`config.mk`:
```
export PLATFORM = sky130hd
export DESIGN_NAME = relu_maxpool2x2
export DESIGN_NICKNAME = d
export VERILOG_FILES = /design/src/rtl/relu_maxpool2x2.sv
export SDC_FILE = /design/constraint.sdc
export NUM_CORES = 1
export LEC_CHECK = 0
export BUFFER_PORTS_ARGS = -buffer_cell sky130_fd_sc_hd__buf_2
export CAP_MARGIN = 20
export CORE_MARGIN = 2
export CORE_UTILIZATION = 35
export DETAILED_ROUTE_END_ITERATION = 8
export SLEW_MARGIN = 20
export SYNTH_ARGS = -nofsm -noshare
export SYNTH_HDL_FRONTEND = slang
export SYNTH_SLANG_ARGS = --single-unit
```
`constraint.sdc`:
```
create_clock -name clk -period 4.35 [get_ports clk]
set_clock_uncertainty 0.05 [all_clocks]
set_input_delay 0.435 -clock clk [delete_from_list [all_inputs] [get_ports clk]]
set_output_delay 0.435 -clock clk [all_outputs]
set_load 0.01 [all_outputs]
```
`src/rtl/relu_maxpool2x2.sv`:
```
// ---------------------------------------------------------------------------
// relu_maxpool2x2
//   Streaming 2x2 max-pool with ReLU clamp for a raster-order feature map.
//   Samples arrive row-major, qualified by valid_in. Horizontal pairs are
//   reduced on the fly. The even-row pair maxima are parked in a line buffer
//   of IMG_WIDTH/2 entries. They are combined with the odd-row pair maxima
//   to form one pooled output per 2x2 window.
//
// Ports
//   clk        : single clock, rising edge
//   rst        : asynchronous, active-low reset
//   data_in    : signed DATA_WIDTH sample
//   valid_in   : data_in qualifier; gaps of any length are allowed
//   data_out   : registered pooled sample, clamped to >= 0; holds when idle
//   valid_out  : one-cycle strobe, one clock after the odd-row/odd-col sample
//   frame_end  : one-cycle strobe with the last pooled sample of a frame
// ---------------------------------------------------------------------------
module relu_maxpool2x2 #(
    parameter int DATA_WIDTH = 24,
    parameter int IMG_WIDTH  = 28,
    parameter int IMG_HEIGHT = 28
) (
    input  logic                  clk,
    input  logic                  rst,
    input  logic [DATA_WIDTH-1:0] data_in,
    input  logic                  valid_in,
    output logic [DATA_WIDTH-1:0] data_out,
    output logic                  valid_out,
    output logic                  frame_end
);

    localparam int CW       = (IMG_WIDTH > 1) ? $clog2(IMG_WIDTH) : 1;
    localparam int RW       = (IMG_HEIGHT > 1) ? $clog2(IMG_HEIGHT) : 1;
    localparam int LB_DEPTH = IMG_WIDTH / 2;
    localparam int LW       = (LB_DEPTH > 1) ? $clog2(LB_DEPTH) : 1;

    logic [CW-1:0]         col_q, col_d;
    logic [RW-1:0]         row_q, row_d;
    logic [DATA_WIDTH-1:0] pair_q, pair_d;
    logic [DATA_WIDTH-1:0] dout_q, dout_d;
    logic                  vout_q, vout_d;
    logic                  fe_q, fe_d;

    // Line buffer is intentionally not reset: an entry is always rewritten
    // in the even row before the odd row of the same frame reads it.
    logic [DATA_WIDTH-1:0] lb_q [LB_DEPTH];
    logic                  lb_we;
    logic [LW-1:0]         lb_idx;
    logic [DATA_WIDTH-1:0] lb_rd;

    logic                  col_last, row_last;
    logic [DATA_WIDTH-1:0] pair_max, pool, relu;

    assign col_last = (col_q == CW'(IMG_WIDTH - 1));
    assign row_last = (row_q == RW'(IMG_HEIGHT - 1));
    assign lb_idx   = LW'(col_q >> 1);
    assign lb_rd    = lb_q[lb_idx];

    // All comparisons are full-width signed; ties pick either (same value).
    assign pair_max = ($signed(data_in) > $signed(pair_q)) ? data_in : pair_q;
    assign pool     = ($signed(pair_max) > $signed(lb_rd)) ? pair_max : lb_rd;
    assign relu     = pool[DATA_WIDTH-1] ? '0 : pool;

    always_comb begin
        col_d  = col_q;
        row_d  = row_q;
        pair_d = pair_q;
        dout_d = dout_q;
        vout_d = 1'b0;
        fe_d   = 1'b0;
        lb_we  = 1'b0;
        if (valid_in) begin
            if (col_last) begin
                col_d = '0;
                row_d = row_last ? '0 : row_q + RW'(1);
            end else begin
                col_d = col_q + CW'(1);
            end

            if (!col_q[0]) begin
                pair_d = data_in;
            end else if (!row_q[0]) begin
                lb_we = 1'b1;
            end else begin
                vout_d = 1'b1;
                dout_d = relu;
                fe_d   = row_last && col_last;
            end
        end
    end

    always_ff @(posedge clk or negedge rst) begin
        if (!rst) begin
            col_q  <= '0;
            row_q  <= '0;
            pair_q <= '0;
            dout_q <= '0;
            vout_q <= 1'b0;
            fe_q   <= 1'b0;
        end else begin
            col_q  <= col_d;
            row_q  <= row_d;
            pair_q <= pair_d;
            dout_q <= dout_d;
            vout_q <= vout_d;
            fe_q   <= fe_d;
        end
    end

    always_ff @(posedge clk) begin
        if (lb_we) lb_q[lb_idx] <= pair_max;
    end

    assign data_out  = dout_q;
    assign valid_out = vout_q;
    assign frame_end = fe_q;

endmodule

```
Yosys cells after proc, flatten, opt, wreduce, memory -nomap -nowiden
Memories as Yosys holds them, arrays and structs flattened.
Index checks and enable logic that the tools add are counted.
Cells by class
  $add $sub $neg: 2
  $lt $le $gt $ge: 2
  equal/unequal tests: 2
  multiplexer cells: 16
  bitwise gates (word level): 1
  reduce and logical (&&, ||, !) cells: 4
Operators with widths (count)
  24-bit greater-than comparator: 2
  24-bit two-way mux: 2
  23-bit two-way mux: 1
  1-bit two-way mux: 11
  5-bit by 1-bit adder with 5-bit output (second input constant): 2
  5-bit == test (second input constant): 2
  5-bit two-way mux: 2
  2-bit AND reduction: 2
  3-bit AND reduction: 1
  1-bit logical AND: 1
  1-bit NOT: 1
Word-level totals
  register bits after elaboration: 60
  RAM bits: 336
  bits of input ports: 27
  output and inout port bits: 26
  logic and storage cells: 34
  memories kept: 1
Memory list
  lb_q: words 14, width 24, rd ports 1, clocked after Yosys merged registers in 0, wr ports 1, line 46  | logic [DATA_WIDTH-1:0] lb_q [LB_DEPTH];

Longest topological paths before layout
Gate-level depths: netlist of the first run.
  depth after elaboration: 5
  depth in mapped cells: 22

Worst setup path after synthesis of the first run
Ideal clock, no wire load.
  path type: input-to-reg
  from: input port data_in[23]
  to: register dout_q[10], in the netlist data_out[10]
  library setup time: 0.145 ns
  data arrival time: 4.663 ns
  required time: 4.155 ns
  setup slack: -0.508 ns
  stages on the path: 18
  buffers on the path: 3
  cells stage by stage: ha_1 -> nand4_1 -> or2_4 -> o311ai_4 -> or3_1 -> buf_2 -> nand2_1 -> o21ai_0 -> ha_1 -> nand4_1 -> nor4_2 -> o31ai_1 -> a21o_1 -> and3_1 -> buf_2 -> o221ai_4 -> buf_6 -> o31ai_2
On the way
  word-level cells in the longest chain between the ends: 5
Ends and longest elaborated chain
  from (decl): line 25  | input logic [DATA_WIDTH-1:0] data_in,
  24-bit greater-than comparator: line 60  | assign pair_max = ($signed(data_in) > $signed(pair_q)) ? data_in : pair_q;
  24-bit two-way mux *: line 60
  via pair_max[23]: line 52  | logic [DATA_WIDTH-1:0] pair_max, pool, relu;
  24-bit greater-than comparator: line 61  | assign pool = ($signed(pair_max) > $signed(lb_rd)) ? pair_max : lb_rd;
  24-bit two-way mux *: line 61
  23-bit two-way mux *: line 62  | assign relu = pool[DATA_WIDTH-1] ? '0 : pool;
  to (signal assigned): line 104  | dout_q <= dout_d;
  to (decl): line 40  | logic [DATA_WIDTH-1:0] dout_q, dout_d;
Mark *: on every way through the listed nets, which the timed path passes. The rest lies on a longest branch.
A chain may end at the register's enable or synchronous reset.

Worst setup path in the final report of the first run
  from: register pair_q[1]
  to: register dout_q[15], in the netlist data_out[15]
On the way
  word-level cells in the longest chain between the ends: 5
Ends and longest elaborated chain
  from (decl): line 39  | logic [DATA_WIDTH-1:0] pair_q, pair_d;
  from (signal assigned): line 103  | pair_q <= pair_d;
  24-bit greater-than comparator: line 60
  24-bit two-way mux: line 60
  via pair_max[6]: line 52
  24-bit greater-than comparator: line 61
  24-bit two-way mux: line 61
  23-bit two-way mux: line 62
The timed path passes the listed nets, and every way through them passes these cells.

==> run summary, run 1 <==
status: finished with violations
failing checks: negative setup slack
Final min period: 4.66 ns
# DRC: 0
Worst Reg-to-Reg Cells: 22
Final Hold Viols: 0
Die ar.: 52200 um^2
CP Data Arrival Time: 5.06 ns
Setup-failing EPs final: 23
Synth area leaders: edfxtp_1 57%, mux4_2 9.3%, dfrtp_1 8.4%
Setup Crit Path Kind: reg -> reg
HPWL after detailed placement: 29400 um
Post-synth ARST share: 14.9%
global-route wire length before repair: 68400 um
Design Power: 16.4 mW
flops & latches, synth: 395
fill count: 4385
most frequent cell after synthesis: edfxtp_1
die height: 228 um
Layout area overhead: 27.3%
CTS Root Cell: clkbuf_16
final wirelength: 45200 um
Total Routing Usage GR: 17.3%
Die W: 228 um
Starting DRT DRC Count: 813
Clock Pin Slew Worst Setup and Hold Paths: 0.06 ns
Min Hold Slack: 0.175 ns
TritonCTS clock tree: built
leak pwr: 8.11 nW
vias in the first global route: 11.1k
Peak Freq: 215 MHz
post-route ant nets: 0
Slew Limit Headroom: 41.0%
synth unique cells: 56
sequential share of the synthesized area: 65.6%
Synth top area share: 57.2%
crit share post-route: 107%
top post-synthesis cells by count: 336 x edfxtp_1, 90 x nand2_1, 73 x mux4_2, 60 x mux2i_1, 59 x dfrtp_1
hold path depth: 4
top cell type by total area after synthesis: edfxtp_1
CTS Buf Count: 42
hold crit path type: in -> reg
Area after DPL: 20400 um^2
Final GP Congestion: 0.825
core area: 50000 um^2
Post-synth EDFFs: 336
Via-to-Cell Ratio: 5.30
max-slew violations: 0
cell area after layout: 22500 um^2
synthesized area: 17600 um^2
drt wl/cell: 21.9 um
fin worst setup slack: -0.307 ns
Max-cap violations: 0
Crit path required time: 4.75 ns
worst IR drop on VDD: 0.000634 V
Ys Warns: 0
Nets: 1433
clock sink total: 395
CTS Buffer Depth: 3
Crit Path Max Fanout: 11
I/O Pins: 53
share of cells above drive strength 1: 38.5%
initial antenna violation count: 0
RSZ-0062 raised after global routing: true
H-Tree Depth: 2
Mean Syn Cell Area: 15.8 um^2
TritonRoute pass-1 iters: 5
worst skew pair latency: 0.56 ns
Least-Margin Pin Slew: 0.885 ns
num rows: 82
commonest register cell after synthesis: edfxtp_1
cell count after synthesis: 1117
syn_nets: 1194
vias: 10.9k
Worst Setup End Kind: flop
Cell Pwr Density: 731 nW/um^2
PortBufs: 51
aggregate global routing overflow: 0
largest net degree at the start of global routing: 60
number of antenna diodes: 0
Initial Util: 35.3%
CP startpoint kind: flop
==> flip-flops by register name, summed over array words and instances (netlist names) <==
signal and count:
lb_q 336, frame_end 1, valid_out 1, pair_q 24, col_q 5, data_out 23, row_q 5
==> critical path, stage by stage, from the launching register on <==
cell and delay [ns]:
dfrtp_1 0.37, inv_2 0.07, ha_4 0.20, nor2b_4 0.12, o211ai_1 0.18, a21oi_2 0.10
o31a_4 0.37, buf_12 0.14, buf_4 0.16, nor4b_1 0.65, a311oi_4 0.09, inv_2 0.12
ha_4 0.21, a21oi_1 0.14, a21boi_0 0.16, o31ai_4 0.32, a21o_1 0.19, buf_4 0.12
nand3_2 0.10, buf_12 0.18, mux2i_2 0.15, buf_4 0.18, o31ai_2 0.19
==> metrics by stage <==
stage,instances,setup TNS [ns],setup slack (ns),util (%)
6_report,2062,-6.27,-0.307,44.9
5_1_grt,2062,-10.47,-0.479,44.9
4_1_cts,2056,-8.77,-0.407,44.4
3_5_place_dp,1964,-17.04,-0.768,40.9
3_3_place_gp,1964,-14.75,-0.664,40.9
2_1_floorplan,1117,-1.52,-0.0778,-
==> layer usage <==
metal  up-vias  part of all wire, %  GRT usage, %
met5         -                    0             0
met3        55                  5.2          2.57
met2       306                   47          27.9
li1       4917                    -             -
met1      5649                   45          24.4
met4         0                  1.9          4.88
==> timing repair <==
action	CTS	global route
gates resized for setup	36	30
setup buffers	13	5
cloned	0	1
hold buffers	1	0
endpoints found under the hold margin	59	0
pin swaps	26	23
setup endpoints to repair	23	23
==> cells by family (layout without fill, tap and decap cells) <==
group | count (synthesis) | count (layout) | share of synthesized area (%)
other cells | 1 | 1 | 0.0213
compound gates | 193 | 193 | 8.52
mux | 142 | 142 | 13.3
fa+ha+maj | 50 | 50 | 3.55
simple gates | 214 | 214 | 6.04
xor+xnor | 1 | 1 | 0.0497
flops | 395 | 395 | 65.6
buf+inv | 121 | 394 | 2.95
==> cells in the final DEF, fill, tap and decap left out, types with 8 or more instances in the layout <==
cell type    n
mux2_2       8
inv_2       12
ha_1        36
mux2i_1     57
ha_4        14
dfrtp_1     55
mux4_2      73
nand4b_1    15
o21ai_0     46
buf_2       50
nand2_1     85
nand3_1     18
buf_12      13
a21oi_1     43
nor2_4      10
nand4_1     16
o31ai_2     18
o211ai_1    16
o311ai_4    13
clkinv_2    11
nor2_1      27
clkbuf_16   46
o2111ai_1   14
nor4b_1      8
edfxtp_1   336
inv_1       39
buf_4      191
==> cell type report <==
class / count / area (um^2) / share of cell area, %
sequential: 395 / 11600 / 51.6
multi-input combinational: 601 / 6320 / 28.1
timing repair buffer: 265 / 2090 / 9.32
clock buffer: 53 / 1180 / 5.24
tap: 672 / 841 / 3.74
clock inverter: 25 / 256 / 1.14
inverter: 51 / 191 / 0.853
==> where the power goes <==
part	internal (mW)	switching, mW
Sequential	4.86	0.323
Clock	2.22	1.49
Combinational	3.56	3.96
Total	10.6	5.77
==> path summary, 6_finish.rpt <==
| kind | start | end | slack, ns |
|---|---|---|---|
| worst max register to register | pair_q[1] | data_out[15] | -0.31 |
| worst min register to register | data_out[16] | data_out[16] | 0.43 |
| min in group asynchronous | rst | pair_q[3] | 0.49 |
| worst max-delay path | pair_q[1] | data_out[15] | -0.31 |
| worst min-delay path | data_in[22] | pair_q[22] | 0.18 |
| max in group asynchronous | rst | col_q[2] | 3.08 |
No activity file was read; power rests on OpenSTA's default activity.
==> run 2: changes to the inputs <==
- CTS_BUF_LIST: not set -> sky130_fd_sc_hd__clkbuf_16
- GPL_ROUTABILITY_DRIVEN: not set -> 1
- PLACE_DENSITY: not set -> 0.59
==> run summary, run 2 (synthesized netlist as in run 1, its figures left out) <==
status: finished with violations (unchanged)
failing checks: negative setup slack (unchanged)
largest net degree at the start of global routing: 60 (unchanged)
FF+latch area: 11600 um^2 (unchanged)
RSZ-0062 raised after global routing: true (unchanged)
CP startpoint kind: flop (unchanged)
CP Data Arrival Time: 5.17 ns (was 5.06 ns)
TritonCTS clock tree: built (unchanged)
most frequent cells in the layout: 336 x edfxtp_1, 181 x buf_4, 87 x nand2_1, 73 x mux4_2, 55 x dfrtp_1 (was 336 x edfxtp_1, 191 x buf_4, 85 x nand2_1, 73 x mux4_2, 57 x mux2i_1)
commonest non-fill, non-tap cell in the layout: edfxtp_1 (unchanged)
crit share post-route: 109% (was 107%)
Setup Crit Path Kind: reg -> reg (unchanged)
CTS Root Cell: clkbuf_16 (unchanged)
final wirelength: 45400 um (was 45200 um)
leak pwr: 8.08 nW (was 8.11 nW)
worst IR drop on VDD: 0.000408 V (was 0.000634 V)
Nets: 1429 (was 1433)
Setup-failing EPs final: 23 (unchanged)
Starting DRT DRC Count: 828 (was 813)
clock sink total: 395 (unchanged)
Total Routing Usage GR: 17.5% (was 17.3%)
delay-heaviest family, CP: compound AO/OA/AOI/OAI gates (unchanged)
global-route wire length before repair: 69000 um (was 68400 um)
Initial Util: 35.3% (unchanged)
vias in the first global route: 11.1k (about the same)
HPWL after detailed placement: 29500 um (was 29400 um)
share of cells above drive strength 1: 37.6% (was 38.5%)
die height: 228 um (unchanged)
Cell Chain, Critical Path: inv_2 -> ha_4 -> nor2b_1 -> o211ai_1 -> a21oi_2 -> o31a_2 -> or3_4 -> buf_6 -> buf_12 -> a311oi_4 -> inv_1 -> ha_1 -> nand4_1 -> nor4_4 -> o31ai_4 -> a21o_1 -> buf_6 -> nand4_1 -> o221ai_4 -> buf_12 -> o41ai_2 (was inv_2 -> ha_4 -> nor2b_4 -> o211ai_1 -> a21oi_2 -> o31a_4 -> buf_12 -> buf_4 -> nor4b_1 -> a311oi_4 -> inv_2 -> ha_4 -> a21oi_1 -> a21boi_0 -> o31ai_4 -> a21o_1 -> buf_4 -> nand3_2 -> buf_12 -> mux2i_2 -> buf_4 -> o31ai_2)
TritonRoute pass-1 iters: 4 (was 5)
drt wl/cell: 22.0 um (was 21.9 um)
max-slew violations: 0 (unchanged)
Layout area overhead: 26.6% (was 27.3%)
Cell Pwr Density: 734 nW/um^2 (was 731 nW/um^2)
Crit path required time: 4.76 ns (was 4.75 ns)
Via-to-Cell Ratio: 5.22 (was 5.30)
hold path depth: 2 (was 4)
worst skew pair latency: 0.57 ns (was 0.56 ns)
Clock Pin Slew Worst Setup and Hold Paths: 0.06 ns (about the same)
Worst Setup End Kind: flop (unchanged)
core area: 50000 um^2 (unchanged)
Peak Freq: 210 MHz (was 215 MHz)
Die W: 228 um (unchanged)
Post-Place Worst Slack: -0.901 ns (was -0.768 ns)
num rows: 82 (unchanged)
initial antenna violation count: 0 (unchanged)
CTS Buf Count: 43 (was 42)
Final GP Congestion: 0.839 (was 0.825)
Min Hold Slack: 0.155 ns (was 0.175 ns)
area occupied by multi-input gates: 6260 um^2 (was 6320 um^2)
H-Tree Depth: 2 (unchanged)
CTS Buffer Depth: 3 (unchanged)
# DRC: 0 (unchanged)
number of antenna diodes: 0 (unchanged)
Final min period: 4.76 ns (was 4.66 ns)
Reg with most FFs: lb_q (unchanged)
PortBufs: 51 (unchanged)
Max-cap violations: 0 (unchanged)
fin worst setup slack: -0.413 ns (was -0.307 ns)
post-route ant nets: 0 (unchanged)
Crit Path Max Fanout: 9 (was 11)
fill count: 4350 (was 4385)
max reg flops: 336 (unchanged)
hold crit path type: in -> reg (unchanged)
CP Depth: 21 (was 22)
Util after Layout: 44.7% (was 44.9%)
Final Hold Viols: 0 (unchanged)
Worst Reg-to-Reg Cells: 21 (was 22)
Die ar.: 52200 um^2 (unchanged)
CP max-delay cell: or3_4 (was nor4b_1)
vias: 10.7k (was 10.9k)
I/O Pins: 53 (unchanged)
Largest stage delay, worst path: 0.39 ns (was 0.65 ns)
Critical path buffers and inverters: 6 (was 7)
Slew Limit Headroom: 25.1% (was 41.0%)
Least-Margin Pin Slew: 1.12 ns (was 0.885 ns)
aggregate global routing overflow: 0 (unchanged)
-- run 2: changes by cell type in the layout (fill, tap and decap cells not counted), moves of 3 or more --
cell and delta:
inv_1 +12, clkbuf_1 -6, mux2i_1 -3, clkbuf_16 -3, buf_4 -10, clkinv_1 +5, mux2i_4 +5, buf_12 +4
clkinv_2 -5, ha_4 -4, ha_1 +4
-- run 2: layer usage --
metal | track usage [%] | routed length, um
met4 | 4.35 | 890
met2 | 29.2 | 22100
met3 | 2.99 | 1930
met1 | 23.9 | 20400
met5 | 0 | 0
-- run 2: where the power goes --
part           switching [mW]  internal [mW]
registers               0.273           4.86
logic                    4.08           3.64
clock network            1.48           2.04
total                    5.84           10.5
-- run 2: what timing repair did --
| action | 4_1_cts | 5_1_grt |
|---|---|---|
| pin swaps | 6 | 2 |
| buffers inserted | 17 | 4 |
| hold buffers | 1 | 0 |
| setup endpoints to repair | 23 | 23 |
| resized for setup | 48 | 16 |
| hold endpoints to repair | 59 | 0 |
-- run 2: layout make-up --
cell class              instances  share of cell area (%)
flip-flops and latches        395                    51.9
multi-input cells             601                    28.1
repair buffers                260                    9.38
clock buffers                  43                    4.82
well taps                     672                    3.77
clock inverters                37                    1.25
inverters                      51                   0.858
-- run 2: worst paths after layout --
| check | start | to | slack [ns] |
|---|---|---|---|
| worst max-delay path | pair_q[1] | data_out[11] | -0.41 |
| worst min-delay path | valid_in | col_q[0] | 0.16 |
| worst max register to register | pair_q[1] | data_out[11] | -0.41 |
| worst min register to register | data_out[17] | data_out[17] | 0.43 |
| max in group asynchronous | rst | col_q[1] | 3.06 |
| min in group asynchronous | rst | valid_out | 0.49 |
-- run 2: metrics by stage --
| stage | setup TNS (ns) | cell area [um^2] | power [mW] | instances |
|---|---|---|---|---|
| floorplan | -1.52 | 18000 | 9.35 | 1117 |
| finish | -8.10 | 22300 | 16.4 | 2059 |
| global placement | -19.87 | 20400 | 12.2 | 1957 |
| global route | -13.48 | 22300 | 17.2 | 2059 |
| CTS | -7.70 | 22200 | 16.3 | 2055 |
| detailed placement | -19.41 | 20400 | 12.2 | 1957 |
